**config.mk**
```make
export PLATFORM = sky130hd
export DESIGN_NAME = spi_burst_fifo
export DESIGN_NICKNAME = d
export VERILOG_FILES = /design/src/rtl/spi_burst_fifo.sv
export SDC_FILE = /design/constraint.sdc
export NUM_CORES = 1
export LEC_CHECK = 0
export ABC_CLOCK_PERIOD_IN_PS = 10200
export CAP_MARGIN = 20
export CORE_ASPECT_RATIO = 2
export CORE_MARGIN = 1.5
export CORE_UTILIZATION = 50
export DETAILED_ROUTE_END_ITERATION = 10
export PLACE_DENSITY = 0.74
export RECOVER_POWER = 100
export SLEW_MARGIN = 20
export SYNTH_ARGS = -nofsm -noshare
export SYNTH_HDL_FRONTEND = slang
export SYNTH_SLANG_ARGS = --single-unit
export TNS_END_PERCENT = 30
```
**constraint.sdc**
```tcl
create_clock -name clk -period 10.2 [get_ports clk]
set_input_delay 2.55 -clock clk [delete_from_list [all_inputs] [get_ports clk]]
set_output_delay 2.55 -clock clk [all_outputs]
set_load 0.1 [all_outputs]
```
**src/rtl/spi_burst_fifo.sv**
```systemverilog
// MMIO front-end that queues bytes into a TX FIFO, runs one SPI byte transfer per entry and
// collects the replies in an RX FIFO. Optional chip-select output enabled by SPI_BURST_CS_EN.
module spi_burst_fifo #(
    parameter int DEPTH_LOG2   = 3,
    parameter int BUSY_TIMEOUT = 255
) (
    input  logic        clk,
    input  logic        rst,
    input  logic [7:0]  mem_addr,
    input  logic [3:0]  mem_wr_en,
    input  logic [31:0] mem_wr_data,
    input  logic        mem_rd_en,
    output logic [31:0] mem_rd_data,
    output logic        spi_start,
    output logic [7:0]  spi_tx_data,
    output logic        spi_soft_rst,
    input  logic        spi_busy,
    input  logic        spi_ready,
    input  logic [7:0]  spi_rx_data,
`ifdef SPI_BURST_CS_EN
    output logic        spi_cs_n,
`endif
    output logic        irq
);
    localparam int DEPTH = 1 << DEPTH_LOG2;
    localparam int PW    = DEPTH_LOG2 + 1;
    localparam int TW    = $clog2(BUSY_TIMEOUT + 1);

    typedef enum logic [2:0] {IDLE, ISSUE, WAIT_BUSY, WAIT_DONE, CAPTURE} state_e;

    state_e          state_q;
    logic [TW-1:0]   to_cnt_q;
    logic            spi_start_q, spi_soft_rst_q, timeout_err_q, tx_ovf_q, irq_en_q;
    logic [7:0]      spi_tx_data_q;
    logic [7:0]      tx_mem_q [DEPTH];
    logic [7:0]      rx_mem_q [DEPTH];
    logic [PW-1:0]   tx_wp_q, tx_rp_q, rx_wp_q, rx_rp_q;
    logic [PW-1:0]   tx_wp_d, tx_rp_d, rx_wp_d, rx_rp_d;
    logic [PW-1:0]   tx_cnt, rx_cnt;
    logic            tx_empty, tx_full, rx_empty, rx_full;
    logic            tx_push, tx_pop, rx_push, rx_pop;
    logic [7:0]      tx_head, rx_head;
    logic            unused_bits;

    // MMIO decode
    logic ctrl_wr, push_wr, pop_rd, flush_tx, flush_rx, clr_err, soft_rst;
    assign ctrl_wr  = (mem_addr == 8'h00) && mem_wr_en[0];
    assign push_wr  = (mem_addr == 8'h01) && mem_wr_en[0];
    assign pop_rd   = (mem_addr == 8'h02) && mem_rd_en;
    assign flush_tx = ctrl_wr && mem_wr_data[0];
    assign flush_rx = ctrl_wr && mem_wr_data[1];
    assign clr_err  = ctrl_wr && mem_wr_data[2];
    assign soft_rst = ctrl_wr && mem_wr_data[3];
    assign unused_bits = ^{mem_wr_data, mem_wr_en[3:1]};

    assign tx_cnt   = tx_wp_q - tx_rp_q;
    assign rx_cnt   = rx_wp_q - rx_rp_q;
    assign tx_empty = (tx_cnt == '0);
    assign rx_empty = (rx_cnt == '0);
    assign tx_full  = (tx_cnt == PW'(DEPTH));
    assign rx_full  = (rx_cnt == PW'(DEPTH));
    assign tx_head  = tx_mem_q[tx_rp_q[DEPTH_LOG2-1:0]];
    assign rx_head  = rx_empty ? 8'h00 : rx_mem_q[rx_rp_q[DEPTH_LOG2-1:0]];

    // Flush and soft reset both suppress a same-cycle FSM pop/push.
    assign tx_push = push_wr && !tx_full && !flush_tx;
    assign tx_pop  = (state_q == IDLE) && !tx_empty && !rx_full && !soft_rst && !flush_tx;
    assign rx_push = (state_q == CAPTURE) && !rx_full && !soft_rst && !flush_rx;
    assign rx_pop  = pop_rd && !rx_empty && !flush_rx;

    always_comb begin
        tx_wp_d = tx_wp_q + PW'(tx_push);
        tx_rp_d = tx_rp_q + PW'(tx_pop);
        rx_wp_d = rx_wp_q + PW'(rx_push);
        rx_rp_d = rx_rp_q + PW'(rx_pop);
        if (flush_tx) begin
            tx_wp_d = '0;
            tx_rp_d = '0;
        end
        if (flush_rx) begin
            rx_wp_d = '0;
            rx_rp_d = '0;
        end
    end

    always_ff @(posedge clk or posedge rst) begin
        if (rst) begin
            tx_wp_q <= '0;
            tx_rp_q <= '0;
            rx_wp_q <= '0;
            rx_rp_q <= '0;
        end else begin
            tx_wp_q <= tx_wp_d;
            tx_rp_q <= tx_rp_d;
            rx_wp_q <= rx_wp_d;
            rx_rp_q <= rx_rp_d;
        end
    end

    always_ff @(posedge clk) begin
        if (tx_push) tx_mem_q[tx_wp_q[DEPTH_LOG2-1:0]] <= mem_wr_data[7:0];
        if (rx_push) rx_mem_q[rx_wp_q[DEPTH_LOG2-1:0]] <= spi_rx_data;
    end

    always_ff @(posedge clk or posedge rst) begin
        if (rst) begin
            tx_ovf_q <= 1'b0;
            irq_en_q <= 1'b0;
        end else begin
            if (ctrl_wr) irq_en_q <= mem_wr_data[4];
            if (clr_err) tx_ovf_q <= 1'b0;
            if (push_wr && tx_full) tx_ovf_q <= 1'b1;
        end
    end

    always_ff @(posedge clk or posedge rst) begin
        if (rst) begin
            state_q        <= IDLE;
            to_cnt_q       <= '0;
            spi_start_q    <= 1'b0;
            spi_soft_rst_q <= 1'b0;
            spi_tx_data_q  <= 8'h00;
            timeout_err_q  <= 1'b0;
        end else begin
            spi_start_q    <= 1'b0;
            spi_soft_rst_q <= soft_rst;
            if (clr_err) timeout_err_q <= 1'b0;
            if (soft_rst) begin
                state_q <= IDLE;
            end else begin
                case (state_q)
                    IDLE: if (tx_pop) begin
                        spi_tx_data_q <= tx_head;
                        spi_start_q   <= 1'b1;
                        state_q       <= ISSUE;
                    end
                    ISSUE: begin
                        to_cnt_q <= '0;
                        state_q  <= WAIT_BUSY;
                    end
                    WAIT_BUSY: begin
                        if (spi_busy) begin
                            state_q <= WAIT_DONE;
                        end else if (to_cnt_q == TW'(BUSY_TIMEOUT - 1)) begin
                            timeout_err_q <= 1'b1;
                            state_q       <= IDLE;
                        end else begin
                            to_cnt_q <= to_cnt_q + 1'b1;
                        end
                    end
                    WAIT_DONE: if (!spi_busy && spi_ready) state_q <= CAPTURE;
                    CAPTURE:   state_q <= IDLE;
                    default:   state_q <= IDLE;
                endcase
            end
        end
    end

`ifdef SPI_BURST_CS_EN
    logic spi_cs_n_q, hold_cs_q;
    // Release one clk after the last capture, or as soon as an idle, empty queue is seen.
    always_ff @(posedge clk or posedge rst) begin
        if (rst) begin
            spi_cs_n_q <= 1'b1;
            hold_cs_q  <= 1'b0;
        end else begin
            if (ctrl_wr) hold_cs_q <= mem_wr_data[5];
            if (soft_rst)
                spi_cs_n_q <= 1'b1;
            else if (state_q == WAIT_BUSY && !spi_busy && to_cnt_q == TW'(BUSY_TIMEOUT - 1))
                spi_cs_n_q <= 1'b1;
            else if (tx_pop)
                spi_cs_n_q <= 1'b0;
            else if ((state_q == CAPTURE || state_q == IDLE) && tx_empty && !hold_cs_q)
                spi_cs_n_q <= 1'b1;
        end
    end
    assign spi_cs_n = spi_cs_n_q;
`endif

    always_comb begin
        mem_rd_data = 32'h0;
        case (mem_addr)
            8'h02: mem_rd_data = {23'b0, !rx_empty, rx_head};
            8'h03: mem_rd_data = {12'b0, irq_en_q, timeout_err_q, tx_ovf_q, (state_q == IDLE),
                                  {(8-PW){1'b0}}, rx_cnt, {(8-PW){1'b0}}, tx_cnt};
            default: mem_rd_data = 32'h0;
        endcase
    end

    assign spi_start    = spi_start_q;
    assign spi_tx_data  = spi_tx_data_q;
    assign spi_soft_rst = spi_soft_rst_q;
    assign irq          = (tx_empty && (state_q == IDLE) && irq_en_q) || timeout_err_q || tx_ovf_q;
endmodule

```
Word level (Yosys, flattened, before mapping):

Memories as Yosys holds them, arrays and structs flattened. A register that Yosys moved wholly into a read port is not among the register bits.
Index checks and enable logic that the tools add are counted.

* output and inout bits: 43
* register bits: 32
* bits of input ports: 57
* logic and storage cells: 106
* memory bits (writable): 128
* memories: 2

* muxes and demuxes: 29
* equality and inequality tests: 15
* add/subtract/negate cells: 7
* bitwise logic cells: 1
* reductions and logical operators: 41

Memory list
* rx_mem_q: depth 8, bits a word 8, rd ports 1, clocked after memory_dff 0, write ports 1, RTL line 36 `logic [7:0] rx_mem_q [DEPTH];`
* tx_mem_q: depth 8, bits a word 8, rd ports 1, clocked after memory_dff 1, write ports 1, RTL line 35 `logic [7:0] tx_mem_q [DEPTH];`

Operators with widths (number)
* one-hot mux 20 bit (2 select lines): 1
* 2-to-1 mux 8 bit: 3
* logical AND 1 bit: 22
* adder 4 x 1 -> 4 bit: 4
* == test 8 x 2 -> 1 bit, second input constant: 2
* 2-to-1 mux 4 bit: 4
* one-hot mux 8 bit (2 select lines): 1
* 2-to-1 mux 3 bit: 5
* 2-to-1 mux 1 bit: 14
* one-hot mux 3 bit (4 select lines): 1
* adder 8 x 1 -> 8 bit, second input constant: 1
* == test 4 bit, second input constant: 2
* == test 8 x 1 -> 1 bit, second input constant: 1
* == test 8 bit, second input constant: 1
* logical NOT 1 bit: 8
* logical NOT 4 bit: 2
* logical NOT 8 bit: 1
* subtractor 4 bit: 2
* == test 3 x 2 -> 1 bit, second input constant: 2
* != test 3 bit, second input constant: 2
* AND reduction 3 bit: 2
* != test 2 bit, second input constant: 2
* != test 4 bit, second input constant: 1
* AND reduction 4 bit: 1
* other kinds (6): 8

Longest topological paths before layout:

Gate-level depths: netlist of run 1.

* depth after elaboration: 10
* depth in mapped cells: 14
* mapped depth without buffers: 13

Worst setup path before layout of run 1:

No wires, ideal clock.

* path type: input-to-output
* from: input port mem_addr[3]
* to: output port mem_rd_data[1]
* cell stages on the path: 6
* buffers on the path: 1
* data required time: 7.650 ns
* data arrival time: 5.883 ns
* slack: 1.767 ns
* cell sequence: or4_4 > nor2_1 > nand2_1 > a211o_1 > clkbuf_1 > o21ai_0

* word-level cells in the longest chain between the ends: 2
* elaborated cells between the ends (all ways): 3
* classes of those cells: eq/ne (2); mux (1)

Ends and longest elaborated chain
* from (decl): RTL line 9 `input logic [7:0] mem_addr,`
* == test 8 x 2 -> 1 bit: RTL line 183 `case (mem_addr)`
* one-hot mux 20 bit (2 select lines) (*): RTL line 183
* to (decl): RTL line 13 `output logic [31:0] mem_rd_data,`

Every way passes the cells marked *; elsewhere a longest branch is shown, timed or not.

Worst setup path after layout of run 1:

Ends and elaborated chain as after synthesis.

==> parameters.txt, run 1 <==
Parameter                              Value

Run status
  Run status ... finished with violations
  Failing checks ... capacitance limit, slew limit

Global routing
  First-pass GRT wire length ... 23.85 mm
  Maximum number of pins on one net before global-route repair ... 41
  Total routing usage reported by global routing ... 21.20%
  Residual overflow from global routing ... 0
  Antenna violations before repair ... 0
  Vias in the first global route ... between 4000 and 5000

Floorplan
  Floorplan die width ... ~89 um
  Core region area ... 14350 um2
  Starting Density ... between 50% and 60%
  I/O pin count ... 100
  Vert. Die Dim ... 174.6 um
  Floorplan die area ... between 15000 and 20000 um2
  Row cnt ... 62

Worst setup path
  Worst r2r path cells ... 7
  Cells traversed along the worst timing path ... dlygate4sd3_1, or4_1, nor2_1, nand2_1, a211o_1, o21ai_0, dlygate4sd3_1
  Cell family with most CP delay ... buffers and inverters
  Worst path slowest cell ... dlygate4sd3_1
  Worst Path Class, Setup ... in2out
  Kind of launch point of the worst setup path ... input port
  Most prevalent standard cell on the critical path ... dlygate4sd3_1
  Highest fanout seen on the critical path ... 10
  Delay of the slowest cell on the worst path ... 1.25 ns
  Type of destination of the critical path ... output pin
  Data required time at the worst endpoint ... around 7.7 ns
  Endpoint arrival time on the critical path ... 5.88 ns
  Buf/Inv on CP ... 2
  Total stage count of the critical path ... 7

Timing
  Max_slew headroom ... -52.73%
  Actual transition at the worst max-transition pin ... 2.291 ns
  Top achievable clock speed ... 118.6 MHz
  Setup repair after global routing missed its margin ... false
  Tcrit/Tclk final ... around 83%
  Worst clock skew ... 0.01056 ns
  Total count of hold-check failures in the final report ... 0
  Count of endpoints failing setup in the final report ... 0
  Setup total negative slack ... 0 ns
  Max-slew violation total from the final report ... 61
  Post-layout min period ... 8.434 ns

Route
  Number of search-and-repair iterations in the first detailed-routing pass ... 4
  Average via count per standard cell ... 5.651
  Wire length after detailed routing ... 14.91 mm
  Routed wire per std cell ... 19.80 um
  Routed vias ... 4255
  Antenna-violating nets left ... 0
  Drt initial violations ... 328
  DR DRC count ... 0

Final layout
  Post-layout utilization of the core ... 60.00%
  Area grow syn2layout ... 16.92%
  Fraction of final layout cells with drive strength greater than 1 ... a little over an eighth
  Final net count ... 623
  Antenna Diode Count ... 0
  Fill cell instance count of the final layout ... 1085

Power and ir drop
  Cell Pwr Density ... 228.2 nW/um2
  Worst IR drop on VDD ... 0.0001443 V
  Pleak ... 3.237 nW
  Portion of total power attributed to combinational logic ... about 26%
  Switching power share of the total ... 34.56%
  Clk network pwr share ... 31.9%
  Reg power frac ... 42.4%
  P_sw ... 0.6791 mW
  Internal power consumption ... 1.286 mW

Clock network
  Maximum level of the CTS H-tree ... 4
  Number of buffers created by CTS ... 17
  Worst-path clk slew ... 0.07 ns
  Master cell of the clock root buffer ... clkbuf_16
  Post-CTS Resized ... 0
  Cts hold-fix bufs ... 0
  CTS sink cnt ... 168
  Buffer depth of the longest clock path ... 2
  Clock latency on the worst-skew pair ... 0.43 ns
  Clock tree from TritonCTS ... yes
  Total setup buffers inserted after CTS ... 0

Min path
  Hold Path Depth ... 1
  Type of the tightest min-delay check ... reg2reg

Synth
  Summed instance area of the synthesized netlist ... 7365 um2
  Yosys synthesis warning count ... 0
  Top_reg_cell synth ... edfxtp_1
  Yosys top cell by area ... edfxtp_1
  Post-synthesis sequential area ratio ... 65.78%
  Fraction of synthesis flops using an asynchronous set or reset pin ... 23.81%
  Mapped Avg Cell Area ... 15.34 um2
  Post-Syn Instances ... 480
  Synth Register Bits ... 168
  Proportion of netlist area held by the largest area contributor ... approximately 52%
  EDFF count, synth ... 128
  Count of cell types in the netlist ... 53
  Synth top area cells ... edfxtp_1 (52%), dfrtp_1 (14%), mux4_2 (9.8%)

Placed design
  Weighted congestion at the end of routability-driven global placement ... 0.8081
  Detailed Place HPWL ... 10.28 mm
  Count of input and output buffers ... 56

Job
  Reported max-cap violation count ... 3
## worst reg2reg max path, delay by kind of cell (launching register included)
kind	cells	cell delay, ns
AND/OR/NAND/NOR	3	1.68
AO/OA/AOI/OAI	2	0.73
adder cells (fa/ha/maj)	1	0.47
flip-flops	1	0.64
buffers and inverters	1	0.46
## sequential cells by signal, summed over array words and instances, names as in the netlist, 4 cells and up
signal / count
tx_wp_q: 4
rx_rp_q: 4
spi_tx_data: 8
tx_mem_q: 64
to_cnt_q: 8
rx_wp_q: 4
tx_rp_q: 4
rx_mem_q: 64
## cell usage after synthesis (3+ instances only)
cell / n
a21oi_1: 11
and2_1: 12
and3_1: 8
and3b_1: 3
buf_4: 16
clkbuf_1: 12
dfrtp_1: 40
edfxtp_1: 128
ha_1: 16
inv_1: 12
mux2_4: 8
mux2i_1: 4
mux4_2: 32
nand2_1: 48
nand2b_1: 5
nand3_1: 13
nand4_1: 3
nor2_1: 28
nor2b_1: 3
nor3_1: 6
nor3b_1: 4
o21ai_0: 14
o31ai_1: 5
xnor2_1: 5
xor2_1: 7
## layout make-up
| type | instances | area (um2) | share of cell area, % |
|---|---|---|---|
| clock buffer | 18 | 439.2 | 5.100 |
| clock inverter | 14 | 150.1 | 1.744 |
| inverter | 14 | 52.55 | 0.6103 |
| multi-input combinational | 282 | 2278 | 26.46 |
| sequential | 168 | 4845 | 56.26 |
| tap | 192 | 240.2 | 2.790 |
| timing repair buffer | 65 | 605.6 | 7.033 |
## layout by cell type (no fill, tap or decap), types with 6 or more instances in the layout
| cell | synthesis | final |
|---|---|---|
| edfxtp_1 | 128 | 128 |
| nand2_1 | 48 | 48 |
| dlygate4sd3_1 | 0 | 45 |
| dfrtp_1 | 40 | 40 |
| mux4_2 | 32 | 32 |
| nor2_1 | 28 | 28 |
| clkbuf_16 | 0 | 17 |
| ha_1 | 16 | 16 |
| conb_1 | 1 | 16 |
| o21ai_0 | 14 | 14 |
| nand3_1 | 13 | 13 |
| a21oi_1 | 11 | 11 |
| inv_1 | 12 | 11 |
| clkdlybuf4s50_1 | 0 | 11 |
| and3_1 | 8 | 8 |
| mux2_1 | 0 | 8 |
| xor2_1 | 7 | 7 |
| and2_1 | 12 | 7 |
| nor3_1 | 6 | 6 |
| and2_0 | 0 | 6 |
| clkbuf_1 | 12 | 6 |
## final timing paths
path                                         startpoint                       end  slack [ns]
worst min-delay path            to_cnt_q[6]$_DFFE_PP0P_   to_cnt_q[6]$_DFFE_PP0P_        0.49
worst max register to register     tx_rp_q[2]$_DFF_PP0_  tx_mem_q[1][7]$_DFFE_PP_        5.83
max in group asynchronous                           rst      tx_ovf_q$_DFFE_PP0P_        5.48
worst max-delay path                        mem_addr[3]            mem_rd_data[1]        1.77
min in group asynchronous                           rst   to_cnt_q[3]$_DFFE_PP0P_        3.40
worst min register to register  to_cnt_q[6]$_DFFE_PP0P_   to_cnt_q[6]$_DFFE_PP0P_        0.49
## logic make-up (layout without fill, tap and decap cells)
family,Yosys count,count (layout),share of synthesized area (%)
buffers and inverters,45,111,3.143
other,1,16,0.05092
multiplexers,45,45,12.11
flip-flops,168,168,65.78
AO/OA/AOI/OAI,45,45,3.976
XOR/XNOR,12,12,1.427
AND/OR/NAND/NOR,146,146,10.24
adder cells (fa/ha/maj),18,18,3.262
## power groups by stage
stage	sequential, mW	clock, mW	combinational [mW]
floorplan	0.950	0	0.316
global placement	0.848	0	0.528
detailed placement	0.851	0	0.542
CTS	0.836	0.639	0.546
global route	0.840	0.663	0.549
finish	0.834	0.626	0.505
## metal layers
layer / global-route usage, % / vias up / routed length [um]
met3: 3.732 / 24 / 623
met2: 37.66 / 137 / 8377
met5: 0 / - / 0
met4: 8.529 / 0 / 418
li1: - / 1915 / -
met1: 24.66 / 2179 / 5490
## metrics by stage
step	instance area, um2	power (mW)	instances	setup WS [ns]	hold slack, ns
after floorplan	7421	1.265	495	1.767	0.4454
after global placement	8115	1.376	721	1.980	0.4636
after detailed placement	8115	1.393	721	1.983	0.4731
after CTS	8705	2.021	753	1.953	0.4884
after global routing	8611	2.053	753	1.693	0.5172
final	8611	1.965	753	1.766	0.4907
(Power assumes the default switching activity.)
==> run 2, diff against run 1 <==
--- a/config.mk
+++ b/config.mk
@@ -5,13 +5,13 @@
 export SDC_FILE = /design/constraint.sdc
 export NUM_CORES = 1
 export LEC_CHECK = 0
-export ABC_CLOCK_PERIOD_IN_PS = 10200
+export ABC_CLOCK_PERIOD_IN_PS = 7200
 export CAP_MARGIN = 20
 export CORE_ASPECT_RATIO = 2
 export CORE_MARGIN = 1.5
 export CORE_UTILIZATION = 50
 export DETAILED_ROUTE_END_ITERATION = 10
-export PLACE_DENSITY = 0.74
+export PLACE_DENSITY = 0.77
 export RECOVER_POWER = 100
 export SLEW_MARGIN = 20
 export SYNTH_ARGS = -nofsm -noshare
==> constraint.sdc (replaced) <==
create_clock -name clk -period 7.2 [get_ports clk]
set_input_delay 1.8 -clock clk [delete_from_list [all_inputs] [get_ports clk]]
set_output_delay 1.8 -clock clk [all_outputs]
set_load 0.1 [all_outputs]
==> parameters.txt, run 2 (synthesis gave the netlist of run 1 again) <==
Parameter                              Value

Floorplan
  Row cnt ... 62 (unchanged)
  Vert. Die Dim ... 174.6 um (unchanged)
  Starting Density ... 51.32% (unchanged)
  Floorplan die area ... 15510 um2 (unchanged)
  Floorplan die width ... 88.82 um (unchanged)
  Core region area ... 14350 um2 (unchanged)
  I/O pin count ... 100 (unchanged)

Route
  Average via count per standard cell ... 5.592 (-1.0%)
  Routed wire per std cell ... 19.53 um (-1.4%)
  Drt initial violations ... 233 (-29%)
  DR DRC count ... 0 (unchanged)
  Number of search-and-repair iterations in the first detailed-routing pass ... 5 (+1)
  Wire length after detailed routing ... 14.71 mm (-1.4%)
  Antenna-violating nets left ... 0 (unchanged)
  Routed vias ... 4211 (-1.0%)

Run status
  Run status ... finished with violations
  Failing checks ... capacitance limit, slew limit

Power and ir drop
  Portion of total power attributed to combinational logic ... 25.7% (about the same)
  Switching power share of the total ... 32.59% (-2.0 points)
  Internal power consumption ... 1.944 mW (+51%)
  Worst IR drop on VDD ... 0.0003081 V (+110%)
  Cell Pwr Density ... 336.8 nW/um2 (+48%)
  Clk network pwr share ... 34.0% (+2.1 points)
  Pleak ... 3.170 nW (-2.1%)
  Reg power frac ... 40.3% (-2.1 points)
  P_sw ... 0.9399 mW (+38%)

Global routing
  Antenna violations before repair ... 0 (unchanged)
  Total routing usage reported by global routing ... 20.54% (-0.66 points)
  Vias in the first global route ... 4545 (+1.8%)
  First-pass GRT wire length ... 22.89 mm (-4.0%)
  Residual overflow from global routing ... 0 (unchanged)
  Maximum number of pins on one net before global-route repair ... 41 (unchanged)

Final layout
  Leading cell types in the layout, fill and taps excluded ... edfxtp_1 (128), nand2_1 (48), dfrtp_1 (40)
  Final net count ... 623 (unchanged)
  Leading cell type in the layout, fill and taps excluded ... edfxtp_1
  Fraction of final layout cells with drive strength greater than 1 ... 13.37% (unchanged)
  Area grow syn2layout ... 16.26%
  Non-Filler Instances ... 753 (unchanged)
  Antenna Diode Count ... 0 (unchanged)

Worst setup path
  Delay of the slowest cell on the worst path ... 0.90 ns (-0.35 ns)
  Highest fanout seen on the critical path ... 10 (unchanged)
  Worst Path Class, Setup ... in2out
  Data required time at the worst endpoint ... 5.40 ns (-2.25 ns)
  Endpoint arrival time on the critical path ... 4.77 ns (-1.11 ns)
  Worst path slowest cell ... clkbuf_1
  Type of destination of the critical path ... output pin
  Cells traversed along the worst timing path ... dlygate4sd3_1, or4_1, nor2_1, nand2_1, a211o_1, o21ai_0, clkbuf_1
  Kind of launch point of the worst setup path ... input port

Timing
  Worst clock skew ... 0.01138 ns (+0.0008201 ns)
  Fin worst setup slack ... 0.6334 ns (-1.133 ns)
  Total count of hold-check failures in the final report ... 0 (unchanged)
  Tcrit/Tclk final ... 91.20%
  Max_slew headroom ... -54.58% (-1.9 points)
  Top achievable clock speed ... 152.3 MHz
  Setup repair after global routing missed its margin ... false
  Actual transition at the worst max-transition pin ... 2.319 ns (+0.02779 ns)
  Count of endpoints failing setup in the final report ... 0 (unchanged)
  Max-slew violation total from the final report ... 61 (unchanged)
  Post-layout min period ... about 6.6 ns
  Setup total negative slack ... 0 ns (unchanged)

Clock network
  Buffer depth of the longest clock path ... 2 (unchanged)
  Number of buffers created by CTS ... 17 (unchanged)
  Total setup buffers inserted after CTS ... 0 (unchanged)
  Clock tree from TritonCTS ... yes
  Cts hold-fix bufs ... 0 (unchanged)
  CTS sink cnt ... 168 (unchanged)
  Worst-path clk slew ... 0.07 ns (about the same)
  Clock latency on the worst-skew pair ... 0.43 ns (about the same)
  Master cell of the clock root buffer ... clkbuf_16
  Post-CTS Resized ... 0 (unchanged)
  Maximum level of the CTS H-tree ... 4 (unchanged)

Placed design
  Weighted congestion at the end of routability-driven global placement ... 0.7898 (-2.3%)
  Dpl ws ... 1.359 ns (-0.6246 ns)
  Post-Place Cells ... 721 (unchanged)
  Detailed Place HPWL ... 10.26 mm (-0.20%)
  Count of input and output buffers ... 56 (unchanged)

Job
  Reported max-cap violation count ... 3 (unchanged)

Min path
  Type of the tightest min-delay check ... reg2reg
## run 2: final timing paths
kind	end	startpoint	cells past startpoint	slack, ns
max	mem_rd_data[1]	mem_addr[3]	7	0.63
min	spi_tx_data[3]$_DFFE_PP0P_	spi_tx_data[3]$_DFFE_PP0P_	1	0.50
max reg2reg	tx_mem_q[4][5]$_DFFE_PP_	tx_rp_q[2]$_DFF_PP0_	7	2.77
min reg2reg	spi_tx_data[3]$_DFFE_PP0P_	spi_tx_data[3]$_DFFE_PP0P_	1	0.50
max in group asynchronous	tx_rp_q[3]$_DFF_PP0_	rst	3	3.20
min in group asynchronous	spi_tx_data[1]$_DFFE_PP0P_	rst	3	2.66
## run 2: per-stage QoR
step / utilization [%] / cell area [um2] / power, mW / hold WS, ns
global placement: 56.27 / 8075 / 1.946 / 0.4633
global route: 59.66 / 8562 / 3.003 / 0.5206
detailed placement: 56.27 / 8075 / 1.973 / 0.5002
CTS: 60.71 / 8712 / 2.961 / 0.5194
finish: 59.66 / 8562 / 2.884 / 0.4969
floorplan: - / 7421 / 1.793 / 0.4454
## run 2: area by class of cell
type / count / area (um2)
Clock inverter: 14 / 207.7
Clock buffer: 18 / 429.2
Timing Repair Buffer: 65 / 509.2
Inverter: 14 / 52.55
Sequential cell: 168 / 4845
Tap cell: 192 / 240.2
Multi-Input combinational cell: 282 / 2278
Fill cell: 1077 / 5789
## run 2: critical path: cells and delay by family
family / cells / cell delay (ns)
AND/OR/NAND/NOR: 3 / 0.84
buffers and inverters: 2 / 1.42
AO/OA/AOI/OAI: 2 / 0.69
## run 2: power groups by stage
stage               Combinational (mW)  Sequential, mW  Clock, mW
finish                           0.741            1.16      0.980
global route                     0.796            1.17       1.04
CTS                              0.799            1.16      0.998
global placement                 0.769            1.18          0
floorplan                        0.448            1.35          0
detailed placement               0.790            1.18          0
## run 2: layer usage
metal  up-vias  part of all wire, %  global-route usage [%]
li1       1913                    -                       -
met2       157                   56                   37.03
met1      2103                   35                   21.43
met5         -                    0                       0
met4         0                  4.0                   10.94
met3        38                  4.4                   4.346
==> run 3, diff against run 2 <==
--- a/config.mk
+++ b/config.mk
@@ -5,13 +5,14 @@
 export SDC_FILE = /design/constraint.sdc
 export NUM_CORES = 1
 export LEC_CHECK = 0
+export ABC_AREA = 1
 export ABC_CLOCK_PERIOD_IN_PS = 7200
 export CAP_MARGIN = 20
 export CORE_ASPECT_RATIO = 2
 export CORE_MARGIN = 1.5
 export CORE_UTILIZATION = 50
 export DETAILED_ROUTE_END_ITERATION = 10
-export PLACE_DENSITY = 0.77
+export PLACE_DENSITY = 0.76
 export RECOVER_POWER = 100
 export SLEW_MARGIN = 20
 export SYNTH_ARGS = -nofsm -noshare
==> parameters.txt, run 3 <==
Parameter                              Value

Power and ir drop
  Switching power share of the total ... 37.91% (+5.3 points)
  Internal power consumption ... 1.849 mW (-4.9%)
  Worst IR drop on VDD ... 0.0002009 V (-35%)
  Pleak ... 3.685 nW (+16%)
  Portion of total power attributed to combinational logic ... 31.6% (+5.9 points)
  Clk network pwr share ... 28.4% (-5.6 points)
  Cell Pwr Density ... 337.9 nW/um2 (+0.32%)
  P_sw ... 1.129 mW (+20%)
  Reg power frac ... 39.9% (-0.4 points)

Min path
  Terminating pin of the worst hold path ... spi_tx_data[5]$_DFFE_PP0P_
  Hold Path Depth ... 2 (+1)
  Type of the tightest min-delay check ... reg2reg
  Hold Startpoint ... spi_tx_data[5]$_DFFE_PP0P_

Clock network
  Post-CTS Resized ... 0 (unchanged)
  Clock tree from TritonCTS ... yes
  Clock latency on the worst-skew pair ... 0.42 ns (about the same)
  CTS sink cnt ... 168 (unchanged)
  Buffer depth of the longest clock path ... 2 (unchanged)
  Maximum level of the CTS H-tree ... 4 (unchanged)
  Master cell of the clock root buffer ... clkbuf_16
  Cts hold-fix bufs ... 0 (unchanged)
  Number of buffers created by CTS ... 17 (unchanged)
  Worst-path clk slew ... 0.07 ns (about the same)
  Total setup buffers inserted after CTS ... 0 (unchanged)

Timing
  Tcrit/Tclk final ... 84.86% (-6.3 points)
  Top achievable clock speed ... 163.7 MHz (+7.5%)
  Count of endpoints failing setup in the final report ... 0 (unchanged)
  Worst clock skew ... 0.009464 ns (-0.001917 ns)
  Fin worst setup slack ... 1.090 ns (+0.4569 ns)
  Total count of hold-check failures in the final report ... 0 (unchanged)
  Setup total negative slack ... 0 ns (unchanged)
  Actual transition at the worst max-transition pin ... 2.304 ns (-0.01449 ns)
  Max-slew violation total from the final report ... 41 (-33%)
  Max_slew headroom ... -53.61% (+0.97 points)
  Post-layout min period ... 6.110 ns (-0.4569 ns)
  Setup repair after global routing missed its margin ... false

Worst setup path
  Data required time at the worst endpoint ... 5.40 ns (about the same)
  Worst Path Class, Setup ... in2out
  Highest fanout seen on the critical path ... 6 (-4)
  RR Startpoint ... rx_rp_q[2]$_DFF_PP0_
  End of the worst register-to-register path ... rx_mem_q[6][5]$_DFFE_PP_
  Kind of launch point of the worst setup path ... input port
  Endpoint arrival time on the critical path ... 4.31 ns (-0.46 ns)
  Reg2reg setup slack ... 3.25 ns (+0.48 ns)
  Type of destination of the critical path ... output pin
  Worst r2r path cells ... 7 (unchanged)

Route
  DR DRC count ... 0 (unchanged)
  Antenna-violating nets left ... 0 (unchanged)
  Routed wire per std cell ... 16.49 um (-16%)
  Drt initial violations ... 369 (+58%)
  Number of search-and-repair iterations in the first detailed-routing pass ... 5 (unchanged)
  Average via count per standard cell ... 5.201 (-7.0%)
  Routed vias ... 5128 (+22%)
  Wire length after detailed routing ... 16.26 mm (+11%)

Synth
  Count of cell types in the netlist ... 36 (-32%)
  Post-Syn Instances ... 721 (+50%)
  Synth top area cells ... edfxtp_1 (50%), dfrtp_1 (13%), nand2_1 (5.6%)
  Yosys top cell by area ... edfxtp_1
  EDFF count, synth ... 128 (unchanged)
  Post-synthesis sequential area ratio ... 62.44% (-3.3 points)
  Summed instance area of the synthesized netlist ... 7759 um2 (+5.4%)
  Top_reg_cell synth ... edfxtp_1
  Mapped Avg Cell Area ... 10.76 um2 (-30%)
  Proportion of netlist area held by the largest area contributor ... 49.54% (-2.7 points)
  Cell with the most instances after synthesis ... edfxtp_1
  Yosys synthesis warning count ... 0 (unchanged)
  Synth Register Bits ... 168 (unchanged)
  Ranking of synthesized cells by instance count ... edfxtp_1 (128), nand2_1 (116), inv_1 (102)
  Fraction of synthesis flops using an asynchronous set or reset pin ... 23.81% (unchanged)

Global routing
  Total routing usage reported by global routing ... 21.46% (+0.92 points)
  Vias in the first global route ... 4976 (+9.5%)
  Residual overflow from global routing ... 0 (unchanged)
  First-pass GRT wire length ... 25.97 mm (+13%)
  Maximum number of pins on one net before global-route repair ... 62 (+51%)
  Antenna violations before repair ... 0 (unchanged)

Floorplan
  Core region area ... 15210 um2 (+6.0%)
  I/O pin count ... 100 (unchanged)
  Floorplan die width ... 91.09 um (+2.6%)
  Vert. Die Dim ... 179.2 um (+2.6%)
  Starting Density ... 51.00% (-0.32 points)
  Floorplan die area ... 16320 um2 (+5.2%)
  Row cnt ... 64 (+3.2%)

Final layout
  Final design area excluding fillers ... 8812 um2 (+2.9%)
  Area grow syn2layout ... 13.58%
  Leading cell types in the layout, fill and taps excluded ... edfxtp_1 (128), nand2_1 (118), inv_1 (101)
  Fraction of final layout cells with drive strength greater than 1 ... 6.607% (-6.8 points)
  Final net count ... 849 (+36%)
  Leading cell type in the layout, fill and taps excluded ... edfxtp_1
  Post-layout utilization of the core ... 57.92% (-1.7 points)

Placed design
  Dpl ws ... 1.678 ns (+0.3192 ns)
  Count of input and output buffers ... 56 (unchanged)
  Cell area after placement ... 8373 um2 (+3.7%)
  Weighted congestion at the end of routability-driven global placement ... 0.8563 (+8.4%)
  Detailed Place HPWL ... 11.22 mm (+9.3%)

Job
  Reported max-cap violation count ... 1 (-2)

Run status
  Failing checks ... capacitance limit, slew limit
  Run status ... finished with violations
## run 3: worst max-delay path by stage
stage / startpoint / end / slack, ns / cells after the start
after floorplan: mem_addr[3] / mem_rd_data[0] / 0.78 / 5
after global placement: mem_addr[3] / mem_rd_data[16] / 1.69 / 6
after detailed placement: mem_addr[3] / mem_rd_data[16] / 1.68 / 6
after CTS: tx_rp_q[2]$_DFF_PP0_ / irq / 1.41 / 7
after global routing: mem_addr[7] / mem_rd_data[16] / 0.96 / 6
final: mem_addr[7] / mem_rd_data[0] / 1.09 / 9
## run 3: layer usage
metal	share of wire (%)	track usage, %
met1	37	23.24
met2	57	40.92
met3	3.4	2.799
met4	2.8	9.635
met5	0	0
## run 3: layout make-up
cell class	instances	area [um2]
diodes	1	2.502
clock buffers	20	457.9
clock inverters	12	92.59
fillers	1290	6402
inverters	106	397.9
multi-input cells	421	2282
flip-flops and latches	168	4845
well taps	198	247.7
repair buffers	60	486.7
## run 3: per-stage QoR
step / hold WS [ns] / cells / power [mW]
floorplan: 0.4743 / 736 / 1.964
global placement: 0.4683 / 953 / 2.156
detailed placement: 0.4757 / 953 / 2.179
CTS: 0.4920 / 985 / 3.020
global route: 0.5069 / 985 / 3.143
finish: 0.4848 / 986 / 2.977
## run 3: kinds of logic (layout without fill, tap and decap cells)
logic type / Yosys count / after routing / share of synthesized area, %
AOI/OAI and AO/OA: 138 / 138 / 9.402
xor gates and xnor gates: 16 / 16 / 1.806
adders and majority gates: 18 / 18 / 3.096
buffers and inverters: 147 / 198 / 8.354
DFF: 168 / 168 / 62.44
muxes: 20 / 20 / 2.709
other: 1 / 17 / 0.04833
and+or+nand+nor: 213 / 213 / 12.14
## run 3: worst max-delay path, cell delays in order
cell and delay (ns):
dlygate4sd3_1 0.54, nor2_1 0.15, nand2_1 0.14, nor3_1 0.15, nand2_1 0.20, inv_1 0.23, nand2_1 0.07, o21ai_0 0.12
clkbuf_1 0.91
## run 3: power groups by stage
stage	registers [mW]	logic, mW	clock network (mW)
floorplan	1.36	0.603	0
finish	1.19	0.942	0.847
global placement	1.21	0.949	0
global route	1.20	1.05	0.893
detailed placement	1.21	0.970	0
CTS	1.19	0.976	0.853
